===== config.mk =====
export PLATFORM = sky130hd
export DESIGN_NAME = mulpop_sched
export DESIGN_NICKNAME = d
export VERILOG_FILES = /design/src/rtl/mulpop_pkg.sv /design/src/rtl/shift_add_mul24.sv /design/src/rtl/mulpop_sched.sv
export SDC_FILE = /design/constraint.sdc
export NUM_CORES = 1
export LEC_CHECK = 0
export ABC_AREA = 1
export CAP_MARGIN = 20
export CORE_UTILIZATION = 40
export DETAILED_ROUTE_END_ITERATION = 12
export GPL_ROUTABILITY_DRIVEN = 0
export PLACE_DENSITY = 0.68
export SYNTH_ARGS = -nofsm -noshare
export SYNTH_HDL_FRONTEND = slang
export SYNTH_SLANG_ARGS = --single-unit
export TNS_END_PERCENT = 20

===== constraint.sdc =====
create_clock -name clk -period 5.8 [get_ports clk]
set_input_delay 1.16 -clock clk [delete_from_list [all_inputs] [get_ports clk]]
set_output_delay 1.16 -clock clk [all_outputs]
set_load 0.05 [all_outputs]

===== src/rtl/mulpop_pkg.sv =====
// rtl/mulpop_pkg.sv - shared addresses, register bit indices, FSM states and popcount helper
package mulpop_pkg;

    localparam logic [15:0] ADDR_A1      = 16'h037F;
    localparam logic [15:0] ADDR_A2_PUSH = 16'h0380;
    localparam logic [15:0] ADDR_RES_LO  = 16'h0390;
    localparam logic [15:0] ADDR_RES_HI  = 16'h0394;
    localparam logic [15:0] ADDR_ONES    = 16'h0398;
    localparam logic [15:0] ADDR_CSR     = 16'h03A0;

    localparam int CTRL_EN      = 0;
    localparam int CTRL_OVF_CLR = 1;
    localparam int CTRL_FLUSH   = 2;

    localparam int STAT_EN      = 0;
    localparam int STAT_BUSY    = 1;
    localparam int STAT_DONE    = 2;
    localparam int STAT_OVF     = 3;
    localparam int STAT_CNT_LSB = 4;

    typedef enum logic [1:0] {
        IDLE,
        MUL,
        CNT
    } state_e;

    function automatic logic [5:0] popcount48(input logic [47:0] v);
        logic [5:0] n;
        n = '0;
        for (int i = 0; i < 48; i++) begin
            n = n + {5'd0, v[i]};
        end
        return n;
    endfunction

endpackage


===== src/rtl/shift_add_mul24.sv =====
// rtl/shift_add_mul24.sv - 24-cycle iterative shift-add multiplier, 24x24 -> 48
module shift_add_mul24 (
    input  logic        clk,
    input  logic        n_reset,
    input  logic        start,
    input  logic        clear,
    input  logic [23:0] multiplicand,
    input  logic [23:0] multiplier,
    output logic        done,
    output logic [47:0] product
);

    logic [47:0] acc_q;
    logic [47:0] mcand_q;
    logic [23:0] mplier_q;
    logic [4:0]  step_q;
    logic        running_q;

    // done marks the cycle in which the last partial product is being added
    assign done    = running_q && (step_q == 5'd23);
    assign product = acc_q;

    // one multiplier bit per cycle, LSB first; clear aborts and zeroes the accumulator
    always_ff @(posedge clk or negedge n_reset) begin
        if (!n_reset) begin
            acc_q     <= '0;
            mcand_q   <= '0;
            mplier_q  <= '0;
            step_q    <= '0;
            running_q <= 1'b0;
        end else if (clear) begin
            acc_q     <= '0;
            mcand_q   <= '0;
            mplier_q  <= '0;
            step_q    <= '0;
            running_q <= 1'b0;
        end else if (start) begin
            acc_q     <= '0;
            mcand_q   <= {24'h0, multiplicand};
            mplier_q  <= multiplier;
            step_q    <= '0;
            running_q <= 1'b1;
        end else if (running_q) begin
            if (mplier_q[0]) begin
                acc_q <= acc_q + mcand_q;
            end
            mcand_q  <= mcand_q << 1;
            mplier_q <= mplier_q >> 1;
            step_q   <= step_q + 5'd1;
            if (done) begin
                running_q <= 1'b0;
            end
        end
    end

endmodule


===== src/rtl/mulpop_sched.sv =====
// rtl/mulpop_sched.sv - bus-controlled operand FIFO and multiply/popcount job scheduler
module mulpop_sched
    import mulpop_pkg::*;
#(
    parameter int FIFO_DEPTH = 4,
    parameter int CW         = $clog2(FIFO_DEPTH) + 1
) (
    input  logic        clk,
    input  logic        n_reset,
    input  logic [15:0] saddress,
    input  logic        srd,
    input  logic        swr,
    input  logic [31:0] sdata_in,
    output logic [31:0] sdata_out,
    output logic [31:0] gpio_out
);

    localparam int AW = $clog2(FIFO_DEPTH);

    state_e          state_q, state_d;
    logic            swr_q, srd_q;
    logic            wr_fire, rd_fire;
    logic            wr_a1, wr_push, wr_csr, rd_ones, flush;
    logic            pop, mul_start, mul_done;
    logic            push_ok, ovf_set;
    logic            fifo_empty, fifo_full;
    logic [47:0]     fifo_mem [FIFO_DEPTH];
    logic [AW-1:0]   wr_ptr_q, rd_ptr_q;
    logic [CW-1:0]   cnt_q;
    logic [47:0]     head;
    logic [47:0]     mul_product;
    logic [23:0]     a1_q;
    logic [47:0]     prod_q;
    logic [5:0]      ones_q;
    logic            done_q, ovf_q, en_q;
    logic [7:0]      jobs_done_q;
    logic [31:0]     status;
    logic            unused_ok;

    assign unused_ok = ^sdata_in[31:24];

    assign wr_fire = swr && !swr_q;
    assign rd_fire = srd && !srd_q;
    assign wr_a1   = wr_fire && (saddress == ADDR_A1);
    assign wr_push = wr_fire && (saddress == ADDR_A2_PUSH);
    assign wr_csr  = wr_fire && (saddress == ADDR_CSR);
    assign rd_ones = rd_fire && (saddress == ADDR_ONES);
    assign flush   = wr_csr && sdata_in[CTRL_FLUSH];

    assign fifo_empty = (cnt_q == '0);
    assign fifo_full  = (cnt_q == CW'(FIFO_DEPTH));
    assign head       = fifo_mem[rd_ptr_q];

    // a pop frees a slot in the same cycle, so a push to a full FIFO is then accepted
    assign push_ok = wr_push && !flush && (!fifo_full || pop);
    assign ovf_set = wr_push && !flush && fifo_full && !pop;

    assign gpio_out = {24'h0, jobs_done_q};

    // strobe history for rising-edge detection
    always_ff @(posedge clk or negedge n_reset) begin
        if (!n_reset) begin
            swr_q <= 1'b0;
            srd_q <= 1'b0;
        end else begin
            swr_q <= swr;
            srd_q <= srd;
        end
    end

    // FSM state register
    always_ff @(posedge clk or negedge n_reset) begin
        if (!n_reset) begin
            state_q <= IDLE;
        end else begin
            state_q <= state_d;
        end
    end

    // next state and pop/start; a pending result (done) holds off the next pop
    always_comb begin
        state_d   = state_q;
        pop       = 1'b0;
        mul_start = 1'b0;
        if (flush) begin
            state_d = IDLE;
        end else begin
            case (state_q)
                IDLE: begin
                    if (en_q && !fifo_empty && !done_q) begin
                        pop       = 1'b1;
                        mul_start = 1'b1;
                        state_d   = MUL;
                    end
                end
                MUL: begin
                    if (mul_done) begin
                        state_d = CNT;
                    end
                end
                CNT: begin
                    state_d = IDLE;
                end
                default: begin
                    state_d = IDLE;
                end
            endcase
        end
    end

    // FIFO storage; contents need no reset since the pointers define validity
    always_ff @(posedge clk) begin
        if (push_ok) begin
            fifo_mem[wr_ptr_q] <= {a1_q, sdata_in[23:0]};
        end
    end

    // FIFO pointers and occupancy
    always_ff @(posedge clk or negedge n_reset) begin
        if (!n_reset) begin
            wr_ptr_q <= '0;
            rd_ptr_q <= '0;
            cnt_q    <= '0;
        end else if (flush) begin
            wr_ptr_q <= '0;
            rd_ptr_q <= '0;
            cnt_q    <= '0;
        end else begin
            if (push_ok) begin
                wr_ptr_q <= wr_ptr_q + AW'(1);
            end
            if (pop) begin
                rd_ptr_q <= rd_ptr_q + AW'(1);
            end
            case ({push_ok, pop})
                2'b10:   cnt_q <= cnt_q + CW'(1);
                2'b01:   cnt_q <= cnt_q - CW'(1);
                default: cnt_q <= cnt_q;
            endcase
        end
    end

    shift_add_mul24 u_mul (
        .clk          (clk),
        .n_reset      (n_reset),
        .start        (mul_start),
        .clear        (flush),
        .multiplicand (head[47:24]),
        .multiplier   (head[23:0]),
        .done         (mul_done),
        .product      (mul_product)
    );

    // control/status flags, operand A1 and result capture in CNT
    always_ff @(posedge clk or negedge n_reset) begin
        if (!n_reset) begin
            a1_q        <= '0;
            en_q        <= 1'b0;
            ovf_q       <= 1'b0;
            done_q      <= 1'b0;
            prod_q      <= '0;
            ones_q      <= '0;
            jobs_done_q <= '0;
        end else begin
            if (wr_a1) begin
                a1_q <= sdata_in[23:0];
            end
            if (wr_csr) begin
                en_q <= sdata_in[CTRL_EN];
            end
            if (wr_csr && sdata_in[CTRL_OVF_CLR]) begin
                ovf_q <= 1'b0;
            end else if (ovf_set) begin
                ovf_q <= 1'b1;
            end
            if (flush) begin
                done_q <= 1'b0;
            end else if (state_q == CNT) begin
                done_q      <= 1'b1;
                prod_q      <= mul_product;
                ones_q      <= popcount48(mul_product);
                jobs_done_q <= jobs_done_q + 8'd1;
            end else if (rd_ones && done_q) begin
                done_q <= 1'b0;
            end
        end
    end

    // STATUS word assembled from the live flags
    always_comb begin
        status                         = '0;
        status[STAT_EN]                = en_q;
        status[STAT_BUSY]              = (state_q != IDLE);
        status[STAT_DONE]              = done_q;
        status[STAT_OVF]               = ovf_q;
        status[STAT_CNT_LSB +: CW]     = cnt_q;
    end

    // registered read data, held until the next read
    always_ff @(posedge clk or negedge n_reset) begin
        if (!n_reset) begin
            sdata_out <= '0;
        end else if (rd_fire) begin
            case (saddress)
                ADDR_RES_LO: sdata_out <= prod_q[31:0];
                ADDR_RES_HI: sdata_out <= {16'h0, prod_q[47:32]};
                ADDR_ONES:   sdata_out <= {26'h0, ones_q};
                ADDR_CSR:    sdata_out <= status;
                default:     sdata_out <= '0;
            endcase
        end
    end

endmodule


---- Word level (Yosys, flattened, before mapping) ----
Memory sizes are Yosys's and may differ from the RTL's.
Index checks and enable logic that the tools add are counted.
W data, S select, Z words.
storage, ports and cells
  input bits .............................. 52
  output and inout bits ................... 64
  register bits ........................... 258
  memories ................................ 1
  bits in writable memories ............... 192
memory list
  name      depth  width  read ports  clocked after Yosys merged registers in  wr ports  line                text
  fifo_mem  4      48     1           0                                        1         mulpop_sched.sv:27  logic [47:0] fifo_mem [FIFO_DEPTH];
operators by class
  $add $sub $neg .......................... 54
  reductions and logical operators ........ 37
  multiplexer cells ....................... 38
  bitwise logic cells ..................... 1
  eq/ne operators ......................... 14
operator list
  kind                    count
  $mux W48                7
  $add A6 B1 Y6           42
  $pmux W32 S4            1
  $eq A16 B10 Y1 const B  6
  $mux W24                3
  $add A48 B48 Y48        1
  $logic_and A1 B1 Y1     16
  $mux W5                 3
  $mux W1                 14
  $mux W2                 7
  $reduce_bool A3 Y1      4
  $add A8 B1 Y8 const B   1
  $reduce_bool A2 Y1      4
  $logic_not A1 Y1        7
  $add A5 B1 Y6           1
  $ne A3 B3 Y1 const B    2
  $pmux W3 S2             1
  $reduce_and A2 Y1       3
  $add A4 B1 Y5           1
  $add A5 B1 Y5 const B   1
  $eq A5 B5 Y1 const B    1
  $add A2 B1 Y2 const B   2
  $add A3 B1 Y4           1
  $eq A2 B1 Y1 const B    2
  other kinds (12)        13

---- Logic depth before layout (Yosys ltp) ----
Gate-level depths: netlist of run 1.
  depth after elaboration ................. 47
  mapped depth ............................ 21

---- By module ----
A second synthesis of run 1 with hierarchy kept.
second synthesis, totals
  cell total of the unflattened synthesis .. 2745
  area, all modules ....................... 23632.7 µm²
modules (own cells, without submodules)
  module           cells each  times used  area each (µm²)
  mulpop_sched     1245        1           14246.2
  shift_add_mul24  1500        1           9386.5

---- Worst setup path after synthesis of run 1 ----
OpenSTA, ideal clock, no wires.
  path type ............................... reg-to-reg
  start ................................... reg u_mul.acc_q[35], in the netlist u_mul.product[35]
  end ..................................... reg ones_q[5]
  arrival time ............................ 4.947 ns
  period minus slack after synthesis ...... 5.078 ns
  cell stages (with the launch flop) ...... 22
  required time ........................... 5.669 ns
  setup slack ............................. 0.722 ns
  path through ............................ dfrtp_1 -> inv_1 -> fa_1 -> inv_1 -> fa_1 -> inv_1 -> fa_1 -> fa_1 -> inv_1 -> fa_1 -> fa_1 -> inv_1 -> fa_1 -> inv_1 -> ha_1 -> nand3_1 -> and2_1 -> inv_1 -> a21oi_1 -> nor2_1 -> o21ai_0 -> o21ai_0
on the way
  cells in the longest elaborated chain, start to end .. 13
ends and longest elaborated chain
  what                          line                   text
  start: declaration            shift_add_mul24.sv:13  logic [47:0] acc_q;
  start signal: assignment      shift_add_mul24.sv:45  acc_q <= acc_q + mcand_q;
  $add A6 B1 Y6 (13 in series)  mulpop_pkg.sv:31       n = n + {5'd0, v[i]};
  end signal: assignment        mulpop_sched.sv:181    ones_q <= popcount48(mul_product);
  end: declaration              mulpop_sched.sv:34     logic [5:0] ones_q;
No other way between the ends.
A chain may end at the register's enable or synchronous reset.

---- Final worst setup path of run 1 ----
  start ................................... reg u_mul.acc_q[29], in the netlist u_mul.product[29]
  end ..................................... reg ones_q[5]
on the way
  cells in the longest elaborated chain, start to end .. 19
ends and longest elaborated chain
  what                          line
  $add A6 B1 Y6 (19 in series)  mulpop_pkg.sv:31
No other way between the ends.

==> flow_metrics.py, run 1 <==
metrics = {
    "route": {
        "ant_nets": 0,
        "route.vias.total": 17930,
        "drt-total-wl_um": 57840,
        "post_drt_wl_per_cell_um": 16.06,
        "vias_per_cell": 4.978,
        "drc": 0,
        "drt-initial-drc-count": 1349,
        "dr.pass1.iters": 5,
    },
    "global_routing": {
        "grt_antenna_before_repair": 2,
        "grt_max_degree": 130,
        "grt_pass1_vias": 17180,
        "overflow": 0,
        "grt_pass1_wl_um": 93760,
        "grt_use_total": 0.1972,
    },
    "floorplan": {
        "die_w_um": 244.3,
        "ioPinCount": 116,
        "coreArea_mm2": 0.05781,
        "start_util": 0.4063,
        "die_area_mm2": 0.05969,
        "dieHeight_um": 244.3,
        "num_rows": 88,
    },
    "sta": {
        "tns_ns": 0,
        "min_period_ns": 5.423,
        "drv_slew": 0,
        "slew_headroom": 0.3746,
        "finalCritPeriodShare": 0.9351,
        "rsz0062_at_grt": "false",
        "setup_violations": 0,
        "max_freq_ghz": 0.1844,
        "worstMarginPinSlew_ns": 0.9367,
        "skew_ns": 0.02107,
        "finalHoldViolCount": 0,
        "finalHoldWorstSlack_ns": 0.4741,
    },
    "clock_tree": {
        "ctsResizeCount": 0,
        "cts_made_buffers": 44,
        "htreeDepth": 2,
        "clk_path_buf_depth": 3,
        "post-cts-setup-buffers": 0,
        "clkSinkCount": 450,
        "clk_pin_slew_ns": 0.06,
        "cts_tree": "built",
        "insertion_delay_ns": 0.57,
        "root_buffer": "clkbuf_16",
        "hold_buffers": 0,
    },
    "logic_synthesis": {
        "ys_types": 41,
        "synth_seq_cells": 450,
        "syn_area_mm2": 0.02349,
        "avgSynthCellArea_um2": 8.569,
        "ys_seq_area_frac": 0.5203,
        "ys_warn_count": 0,
        "synth_edf_count": 192,
        "synthArstFlopShare": 0.5733,
        "synth_cells": 2741,
        "synthFlopType": "dfrtp_1",
    },
    "critical_path": {
        "critPathKind": "flop to flop",
        "crit_path_max_incr_delay_ns": 0.66,
        "r2r-start": "u_mul.product[29]$_DFFE_PN0P_",
        "crit_fanout": 3,
        "path_common_cell": "fa_1",
        "rr_endpoint": "ones_q[5]$_DFFE_PN0P_",
        "reg2reg_slack_ns": 0.38,
        "crit_chain": "inv_1, fa_1, fa_1, fa_1, fa_1, inv_1, fa_1, fa_1, inv_1, fa_1, inv_1, ha_1, nand3_1, and2_1, inv_1, a21oi_1, nor2_1, o21ai_0, o21ai_0",
        "cp_slowest_cell": "fa_1",
        "crit_end": "ones_q[5]$_DFFE_PN0P_",
        "ff2ff_path_depth": 19,
        "startpoint_type": "flop",
        "cp-end-kind": "flop",
        "critPathLaunch": "u_mul.product[29]$_DFFE_PN0P_",
        "cp.required_ns": 6.22,
        "worstPathArrival_ns": 5.84,
    },
    "final_layout": {
        "final_common_cell": "nand2_1",
        "antennaDiodeCount": 0,
        "synthToLayoutAreaGrowth_pct": 13.08,
        "n_fill_cell": 5552,
        "final_cell_mix": "nand2_1, inv_1, dfrtp_1",
        "final_nets": 2957,
        "drive_above_1_share": 0.04864,
    },
    "placement": {
        "hpwlAfterDp_um": 40140,
        "io_buffer_count": 83,
    },
    "power_and_ir_drop": {
        "p_leak_uw": 0.01238,
        "vdd_drop_max_v": 0.0003346,
        "power_density_mw_per_mm2": 354.1,
    },
    "run": {
        "maxCapViolCount": 0,
    },
    "worst_hold_path": {
        "hold_path_class": "flop to flop",
    },
    "outcome": {
        "status": "finished clean",
    },
}
-- worst min-delay path by stage --
| stage | startpoint | to | cells past startpoint |
|---|---|---|---|
| final | u_mul.mplier_q[7]$_DFFE_PN0P_ | u_mul.mplier_q[7]$_DFFE_PN0P_ | 2 |
| after floorplan | u_mul.mplier_q[23]$_DFFE_PN0P_ | u_mul.mplier_q[23]$_DFFE_PN0P_ | 2 |
| after CTS | u_mul.mplier_q[7]$_DFFE_PN0P_ | u_mul.mplier_q[7]$_DFFE_PN0P_ | 2 |
| after global routing | sdata_out[15]$_DFFE_PN0P_ | sdata_out[15]$_DFFE_PN0P_ | 2 |
| after global placement | u_mul.mplier_q[7]$_DFFE_PN0P_ | u_mul.mplier_q[7]$_DFFE_PN0P_ | 2 |
| after detailed placement | u_mul.mplier_q[7]$_DFFE_PN0P_ | u_mul.mplier_q[7]$_DFFE_PN0P_ | 2 |
-- layout make-up --
type / count / area, um^2 / share of cell area
multi-input combinational: 1809 / 9346 / 0.3519
tap: 765 / 957.2 / 0.03604
clock buffer: 68 / 1313 / 0.04942
inverter: 390 / 1464 / 0.05512
sequential: 450 / 12220 / 0.4602
clock inverter: 14 / 191.4 / 0.007207
timing repair buffer: 106 / 1066 / 0.04014
-- kinds of logic (layout without fill, tap and decap cells) --
group,count (synthesis),in the layout,synth area share
adders and majority gates,104,104,0.06850
muxes,21,21,0.01007
DFF,450,450,0.5203
and+or+nand+nor,1214,1214,0.2048
buffers and inverters,505,578,0.08693
AOI/OAI and AO/OA,409,409,0.09546
xor gates and xnor gates,37,37,0.01380
other,1,24,0.0001597
-- state kept, by name, summed over array words and instances, names as in the netlist --
signal	count
a1_q	24
cnt_q	3
done_q	1
en_q	1
fifo_mem	192
jobs_done_q	8
ones_q	6
ovf_q	1
prod_q	48
rd_ptr_q	2
sdata_out	32
srd_q	1
state_q	2
swr_q	1
u_mul.mcand_q	48
u_mul.mplier_q	24
u_mul.product	48
u_mul.running_q	1
u_mul.step_q	5
wr_ptr_q	2
-- per-layer routing --
metal | vias to the layer above | wire length [um] | GRT usage | part of all wire
met5 | - | 0 | 0 | 0
met2 | 480 | 26420 | 0.3176 | 0.46
met1 | 8524 | 26430 | 0.2760 | 0.46
li1 | 8843 | - | - | -
met4 | 0 | 1370 | 0.05496 | 0.024
met3 | 84 | 3612 | 0.02963 | 0.062
-- Yosys cell counts, types with 3 or more instances --
cell / number / area (um^2)
nand2_1: 964 / 3618
inv_1: 384 / 1441
dfrtp_1: 258 / 6456
edfxtp_1: 192 / 5766
o21ai_0: 169 / 845.8
a21oi_1: 156 / 780.8
nor2_1: 118 / 442.9
nand3_1: 84 / 420.4
ha_1: 63 / 788.3
clkbuf_1: 57 / 214.0
fa_1: 41 / 820.8
buf_4: 31 / 232.7
a22o_1: 29 / 254.0
xnor2_1: 28 / 245.2
buf_2: 23 / 115.1
o22ai_1: 22 / 137.6
mux2_2: 21 / 236.5
nand4_1: 18 / 112.6
a22oi_1: 17 / 127.6
nor3_1: 12 / 60.06
o21ai_1: 10 / 50.05
xor2_1: 9 / 78.83
inv_2: 4 / 15.01
nor2_2: 4 / 25.02
buf_1: 3 / 11.26
nor2_4: 3 / 33.78
nor4_1: 3 / 18.77
o21bai_1: 3 / 22.52
-- worst max-delay path: cells and delay by family, from the launching register on --
family,cells,cell delay [ns]
adder cells (fa/ha/maj),8,3.91
flip-flops,1,0.40
AO/OA/AOI/OAI,3,0.36
buffers and inverters,5,0.34
AND/OR/NAND/NOR,3,0.29
-- through the flow --
step	util	cells	instance area [um^2]	power (uW)	setup WS [ns]
floorplan	-	2764	23580	5779	0.7217
global route	0.4595	3602	26560	10050	0.1547
CTS	0.4590	3601	26530	9468	0.4027
detailed placement	0.4330	3519	25030	6507	0.4090
finish	0.4595	3602	26560	9406	0.3767
global placement	0.4330	3519	25030	6461	0.4900
-- where the power goes --
group / switching (uW) / total, uW / internal [uW] / leakage [uW]
clock network: 1240 / 2950 / 1710 / 0.000723
logic: 1710 / 2740 / 1020 / 0.00621
registers: 190 / 3720 / 3530 / 0.00544
Power figures use the tool's default switching activity.
==> run 2: changes to the inputs <==
clock period = 5.5 ns   (was 5.8 ns; I/O delays follow)
==> run 2 against run 1 <==
Die area stayed put; sequential cell count unchanged; worst setup slack worse by 0.15 ns; critical endpoint unchanged; highest routed layer unchanged.
==> flow_metrics.py, run 2 (same netlist as run 1, synthesis figures left out) <==
metrics = {
    "outcome": {
        "status": "finished clean",
    },
    "final_layout": {
        "n_fill_cell": 5540,
        "largest_register_ffs": 192,
        "final_common_cell": "nand2_1",
        "final_nets": 2964,
        "synthToLayoutAreaGrowth_pct": 13.07,
        "antennaDiodeCount": 0,
        "final_cell_mix": "nand2_1, inv_1, dfrtp_1",
        "top_register": "fifo_mem",
        "drive_above_1_share": 0.05311,
        "stdcell_count": 3608,
    },
    "sta": {
        "finalHoldViolCount": 0,
        "finalCritPeriodShare": 0.9589,
        "max_freq_ghz": 0.1896,
        "skew_ns": 0.02681,
        "finalHoldWorstSlack_ns": 0.4758,
        "drv_slew": 0,
        "worstMarginPinSlew_ns": 1.088,
        "setup_violations": 0,
        "tns_ns": 0,
        "final.setup.worst_slack_ns": 0.2258,
        "slew_headroom": 0.2747,
        "min_period_ns": 5.274,
        "rsz0062_at_grt": "false",
    },
    "power_and_ir_drop": {
        "power_density_mw_per_mm2": 374.5,
        "clkPwrFrac": 0.315,
        "total_power_uw": 9946,
        "p_int_uw": 6612,
        "seqPwrFrac": 0.394,
        "swShare": 0.3351,
        "vdd_drop_max_v": 0.0003062,
        "switchingPower_uw": 3333,
        "p_leak_uw": 0.01240,
        "pwr-share-comb": 0.292,
    },
    "clock_tree": {
        "insertion_delay_ns": 0.59,
        "clk_path_buf_depth": 3,
        "clk_pin_slew_ns": 0.06,
        "hold_buffers": 0,
        "clkSinkCount": 450,
        "root_buffer": "clkbuf_16",
        "htreeDepth": 2,
        "cts_tree": "built",
        "cts_made_buffers": 46,
    },
    "floorplan": {
        "num_rows": 88,
        "dieHeight_um": 244.3,
        "ioPinCount": 116,
        "coreArea_mm2": 0.05781,
        "die_area_mm2": 0.05969,
        "die_w_um": 244.3,
        "start_util": 0.4063,
    },
    "worst_hold_path": {
        "worstHoldEndpoint": "u_mul.mplier_q[14]$_DFFE_PN0P_",
        "min-delay-start": "u_mul.mplier_q[14]$_DFFE_PN0P_",
        "min_path_cells": 2,
        "hold_path_class": "flop to flop",
    },
    "critical_path": {
        "startpoint_type": "flop",
        "critPathKind": "flop to flop",
        "ff2ff_path_depth": 19,
        "crit_fanout": 4,
        "rr_endpoint": "ones_q[5]$_DFFE_PN0P_",
        "r2r-start": "u_mul.product[33]$_DFFE_PN0P_",
        "reg2reg_slack_ns": 0.23,
        "worstPathArrival_ns": 5.70,
        "cp.required_ns": 5.92,
        "cp-end-kind": "flop",
    },
    "global_routing": {
        "grt_pass1_vias": 17450,
        "grt_pass1_wl_um": 95110,
        "overflow": 0,
        "grt_max_degree": 88,
        "grt_use_total": 0.2017,
        "grt_antenna_before_repair": 0,
    },
    "placement": {
        "placedCellCount": 3523,
        "io_buffer_count": 83,
        "hpwlAfterDp_um": 40210,
        "pre_cts_ws_ns": 0.1233,
    },
    "route": {
        "drt-total-wl_um": 58640,
        "ant_nets": 0,
        "vias_per_cell": 4.968,
        "post_drt_wl_per_cell_um": 16.25,
        "route.vias.total": 17920,
        "drt-initial-drc-count": 1290,
        "dr.pass1.iters": 6,
        "drc": 0,
    },
    "run": {
        "maxCapViolCount": 0,
    },
}
-- run 2: cell types whose count changed in the layout (fill, tap and decap cells not counted), moves of 2 or more --
cell | before | now
clkbuf_1 | 13 | 9
fa_2 | 0 | 3
clkinvlp_4 | 4 | 2
clkinv_1 | 2 | 7
inv_2 | 6 | 9
clkbuf_8 | 10 | 4
inv_6 | 0 | 2
clkinv_2 | 5 | 8
fa_1 | 41 | 38
buf_4 | 19 | 27
buf_12 | 3 | 1
inv_1 | 382 | 379
-- run 2: final cells by class --
class,count,area [um^2],area share
inverter,390,1464,0.05512
clock buffer,59,1240,0.04669
multi-input combinational,1809,9360,0.3524
sequential,450,12220,0.4602
timing repair buffer,111,1059,0.03986
tap,765,957.2,0.03604
clock inverter,24,256.5,0.009658
-- run 2: worst max path at each step --
stage	start	end	slack, ns	cells after the start
finish	u_mul.product[33]$_DFFE_PN0P_	ones_q[5]$_DFFE_PN0P_	0.23	19
global route	u_mul.product[35]$_DFFE_PN0P_	ones_q[5]$_DFFE_PN0P_	0.04	21
CTS	u_mul.product[35]$_DFFE_PN0P_	ones_q[5]$_DFFE_PN0P_	0.09	21
detailed placement	u_mul.product[35]$_DFFE_PN0P_	ones_q[5]$_DFFE_PN0P_	0.12	21
global placement	u_mul.product[35]$_DFFE_PN0P_	ones_q[5]$_DFFE_PN0P_	0.20	21
floorplan	u_mul.product[35]$_DFFE_PN0P_	ones_q[5]$_DFFE_PN0P_	0.42	21
-- run 2: routing by layer --
layer	share of wire	vias to the layer above	wire length, um	global-route usage
li1	-	8839	-	-
met5	0	-	0	0
met4	0.026	0	1519	0.06250
met1	0.45	8511	26260	0.2812
met2	0.46	490	27070	0.3241
met3	0.065	83	3791	0.02886
-- run 2: timing repair --
action                                  in CTS  in global routing
endpoints found under the setup margin       0                  2
buffers inserted                             0                  2
gates resized for setup                      0                  8
-- run 2: critical path, stage by stage, from the launching register on --
cell and delay, ns:
dfrtp_1 0.37, inv_1 0.08, fa_1 0.63, fa_1 0.46, fa_2 0.36, fa_1 0.54, inv_1 0.06, fa_1 0.44
fa_1 0.51, inv_1 0.05, fa_1 0.47, inv_1 0.04, ha_1 0.35, a21oi_1 0.15, and2_4 0.16, inv_1 0.05
a21oi_2 0.11, nor2_1 0.04, o21ai_0 0.13, o21ai_0 0.10
-- run 2: power by group through the flow --
stage | clock network [uW] | registers (uW) | logic (uW)
after CTS | 3190 | 3910 | 2890
after global routing | 3320 | 3940 | 3340
after global placement | 0 | 3970 | 2850
after floorplan | 0 | 3910 | 2180
after detailed placement | 0 | 3970 | 2890
final | 3130 | 3910 | 2900
-- run 2: through the flow --
step | util | instance area, um^2
finish | 0.4595 | 26560
detailed placement | 0.4331 | 25030
floorplan | - | 23580
global placement | 0.4331 | 25030
global route | 0.4595 | 26560
CTS | 0.4590 | 26530
==> run 3: changes to the inputs <==
CTS_BUF_LIST = sky130_fd_sc_hd__clkbuf_8   (was not set)
==> run 3 against run 2 <==
Worst setup slack improved by 0.0060 ns; clock power decreased by 8.0%; sequential cell count unchanged; sequential share of layout area about the same; clock skew increased by 0.0067 ns; total power decreased by 2.6%; clock-buffer cell count increased by 31; largest cell class unchanged; largest power group unchanged.
==> flow_metrics.py, run 3 (same netlist as run 1, synthesis figures left out) <==
metrics = {
    "outcome": {
        "status": "finished clean",
    },
    "clock_tree": {
        "hold_buffers": 0,
        "cts_tree": "built",
        "clk_pin_slew_ns": 0.06,
        "cts_made_buffers": 74,
        "insertion_delay_ns": 0.67,
        "root_buffer": "clkbuf_8",
        "clk_path_buf_depth": 3,
        "clkSinkCount": 450,
        "htreeDepth": 3,
    },
    "power_and_ir_drop": {
        "p_int_uw": 6315,
        "total_power_uw": 9685,
        "vdd_drop_max_v": 0.0002945,
        "switchingPower_uw": 3370,
        "clkPwrFrac": 0.297,
        "pwr-share-comb": 0.298,
        "p_leak_uw": 0.01250,
        "swShare": 0.3480,
        "power_density_mw_per_mm2": 365.0,
        "seqPwrFrac": 0.404,
    },
    "run": {
        "maxCapViolCount": 0,
    },
    "final_layout": {
        "drive_above_1_share": 0.06462,
        "synthToLayoutAreaGrowth_pct": 12.97,
        "final_cell_mix": "nand2_1, inv_1, dfrtp_1",
        "final_nets": 2992,
        "largest_register_ffs": 192,
        "stdcell_count": 3661,
        "utilization": 0.4590,
        "n_fill_cell": 5584,
        "top_register": "fifo_mem",
        "final_common_cell": "nand2_1",
    },
    "critical_path": {
        "startpoint_type": "flop",
        "cp.depth": 21,
        "cp-end-kind": "flop",
        "reg2reg_slack_ns": 0.23,
        "worstPathArrival_ns": 5.78,
        "ff2ff_path_depth": 21,
        "cp_slowest_cell": "fa_1",
        "crit_end": "ones_q[5]$_DFFE_PN0P_",
        "critPathLaunch": "u_mul.product[35]$_DFFE_PN0P_",
        "crit_path_max_incr_delay_ns": 0.55,
        "path_common_cell": "inv_1",
        "crit_fanout": 4,
        "cp.required_ns": 6.01,
        "rr_endpoint": "ones_q[5]$_DFFE_PN0P_",
        "crit_chain": "inv_1, fa_1, inv_1, fa_1, inv_1, fa_2, fa_1, inv_1, fa_1, fa_1, inv_1, fa_1, inv_1, ha_1, a21oi_1, and2_1, inv_1, a21oi_2, nor2_1, o21ai_0, o21ai_0",
        "path_buf_inv": 7,
        "r2r-start": "u_mul.product[35]$_DFFE_PN0P_",
        "path_delay_family": "adder cells",
        "critPathKind": "flop to flop",
    },
    "route": {
        "drt-total-wl_um": 58880,
        "drt-initial-drc-count": 1215,
        "dr.pass1.iters": 8,
        "post_drt_wl_per_cell_um": 16.08,
        "dr_wl_met3_um": 4039,
        "drt-met1-wl_um": 26420,
        "route.vias.total": 18040,
        "ant_nets": 0,
        "topRoutingLayerUsed": "met4",
        "vias_per_cell": 4.928,
        "drc": 0,
        "dr_wl_met2_um": 26680,
    },
    "global_routing": {
        "grt_pass1_vias": 17680,
        "grt_antenna_before_repair": 3,
        "overflow": 0,
        "grt_max_degree": 88,
        "grt_use_total": 0.2040,
        "grt_pass1_wl_um": 95590,
    },
    "placement": {
        "placedCellCount": 3523,
        "hpwlAfterDp_um": 40210,
        "io_buffer_count": 83,
    },
    "sta": {
        "drv_slew": 0,
        "setup_violations": 0,
        "finalHoldViolCount": 0,
        "tns_ns": 0,
        "skew_ns": 0.03349,
        "max_freq_ghz": 0.1898,
        "finalCritPeriodShare": 0.9578,
        "rsz0062_at_grt": "false",
        "slew_headroom": 0.2982,
        "worstMarginPinSlew_ns": 1.053,
        "min_period_ns": 5.268,
    },
    "floorplan": {
        "start_util": 0.4063,
        "dieHeight_um": 244.3,
        "coreArea_mm2": 0.05781,
        "die_w_um": 244.3,
        "num_rows": 88,
        "die_area_mm2": 0.05969,
        "ioPinCount": 116,
    },
    "worst_hold_path": {
        "hold_path_class": "primary input to async pin",
    },
}
==> run 3: worst min path at each step <==
stage          slack (ns)                              to  cells past startpoint
2_1_floorplan        0.44  u_mul.mplier_q[23]$_DFFE_PN0P_                      2
3_3_place_gp         0.46  u_mul.mplier_q[16]$_DFFE_PN0P_                      2
3_5_place_dp         0.46   u_mul.mplier_q[3]$_DFFE_PN0P_                      2
4_1_cts              0.45            cnt_q[1]$_DFFE_PN0P_                      1
5_1_grt              0.49       sdata_out[15]$_DFFE_PN0P_                      2
6_report             0.48            cnt_q[1]$_DFFE_PN0P_                      1
==> run 3: stage by stage <==
| step | setup slack (ns) | instance area (um^2) | hold slack, ns |
|---|---|---|---|
| final | 0.2318 | 26530 | 0.4774 |
| after global placement | 0.2040 | 25030 | 0.4578 |
| after floorplan | 0.4217 | 23580 | 0.4367 |
| after global routing | 0.01792 | 26530 | 0.4935 |
| after detailed placement | 0.1233 | 25030 | 0.4609 |
| after CTS | 0.1066 | 26500 | 0.4544 |
==> run 3: worst reg2reg max path, cell delays in order (launching register included) <==
cell	delay, ns
dfrtp_1	0.34
inv_1	0.07
fa_1	0.55
inv_1	0.05
fa_1	0.48
inv_1	0.06
fa_2	0.36
fa_1	0.54
inv_1	0.06
fa_1	0.44
fa_1	0.51
inv_1	0.05
fa_1	0.47
inv_1	0.04
ha_1	0.34
a21oi_1	0.13
and2_1	0.18
inv_1	0.07
a21oi_2	0.11
nor2_1	0.04
o21ai_0	0.13
o21ai_0	0.10
==> run 3: power by group through the flow <==
| stage | clock network (uW) | registers [uW] | logic (uW) |
|---|---|---|---|
| after detailed placement | 0 | 3970 | 2890 |
| after floorplan | 0 | 3910 | 2180 |
| final | 2880 | 3920 | 2890 |
| after CTS | 2950 | 3910 | 2890 |
| after global routing | 3110 | 3940 | 3340 |
| after global placement | 0 | 3970 | 2850 |
==> run 3: repair_timing <==
action                                  CTS  global route
setup buffers                             0             2
hold endpoints to repair                  0             0
resized for setup                         0             6
endpoints found under the setup margin    0             2
==> run 3: final cells by class <==
cell class	count	area [um^2]	area share
flip-flops and latches	450	12220	0.4607
well taps	765	957.2	0.03607
multi-input cells	1809	9358	0.3527
repair buffers	111	1059	0.03989
inverters	390	1464	0.05517
clock buffers	90	1239	0.04668
diodes	2	5.005	0.0001886
clock inverters	44	230.2	0.008676
==> run 3: routing by layer <==
| metal | up-vias | global-route usage |
|---|---|---|
| li1 | 8912 | - |
| met1 | 8520 | 0.2760 |
| met2 | 506 | 0.3214 |
| met3 | 104 | 0.04489 |
| met4 | 0 | 0.07279 |
| met5 | - | 0 |
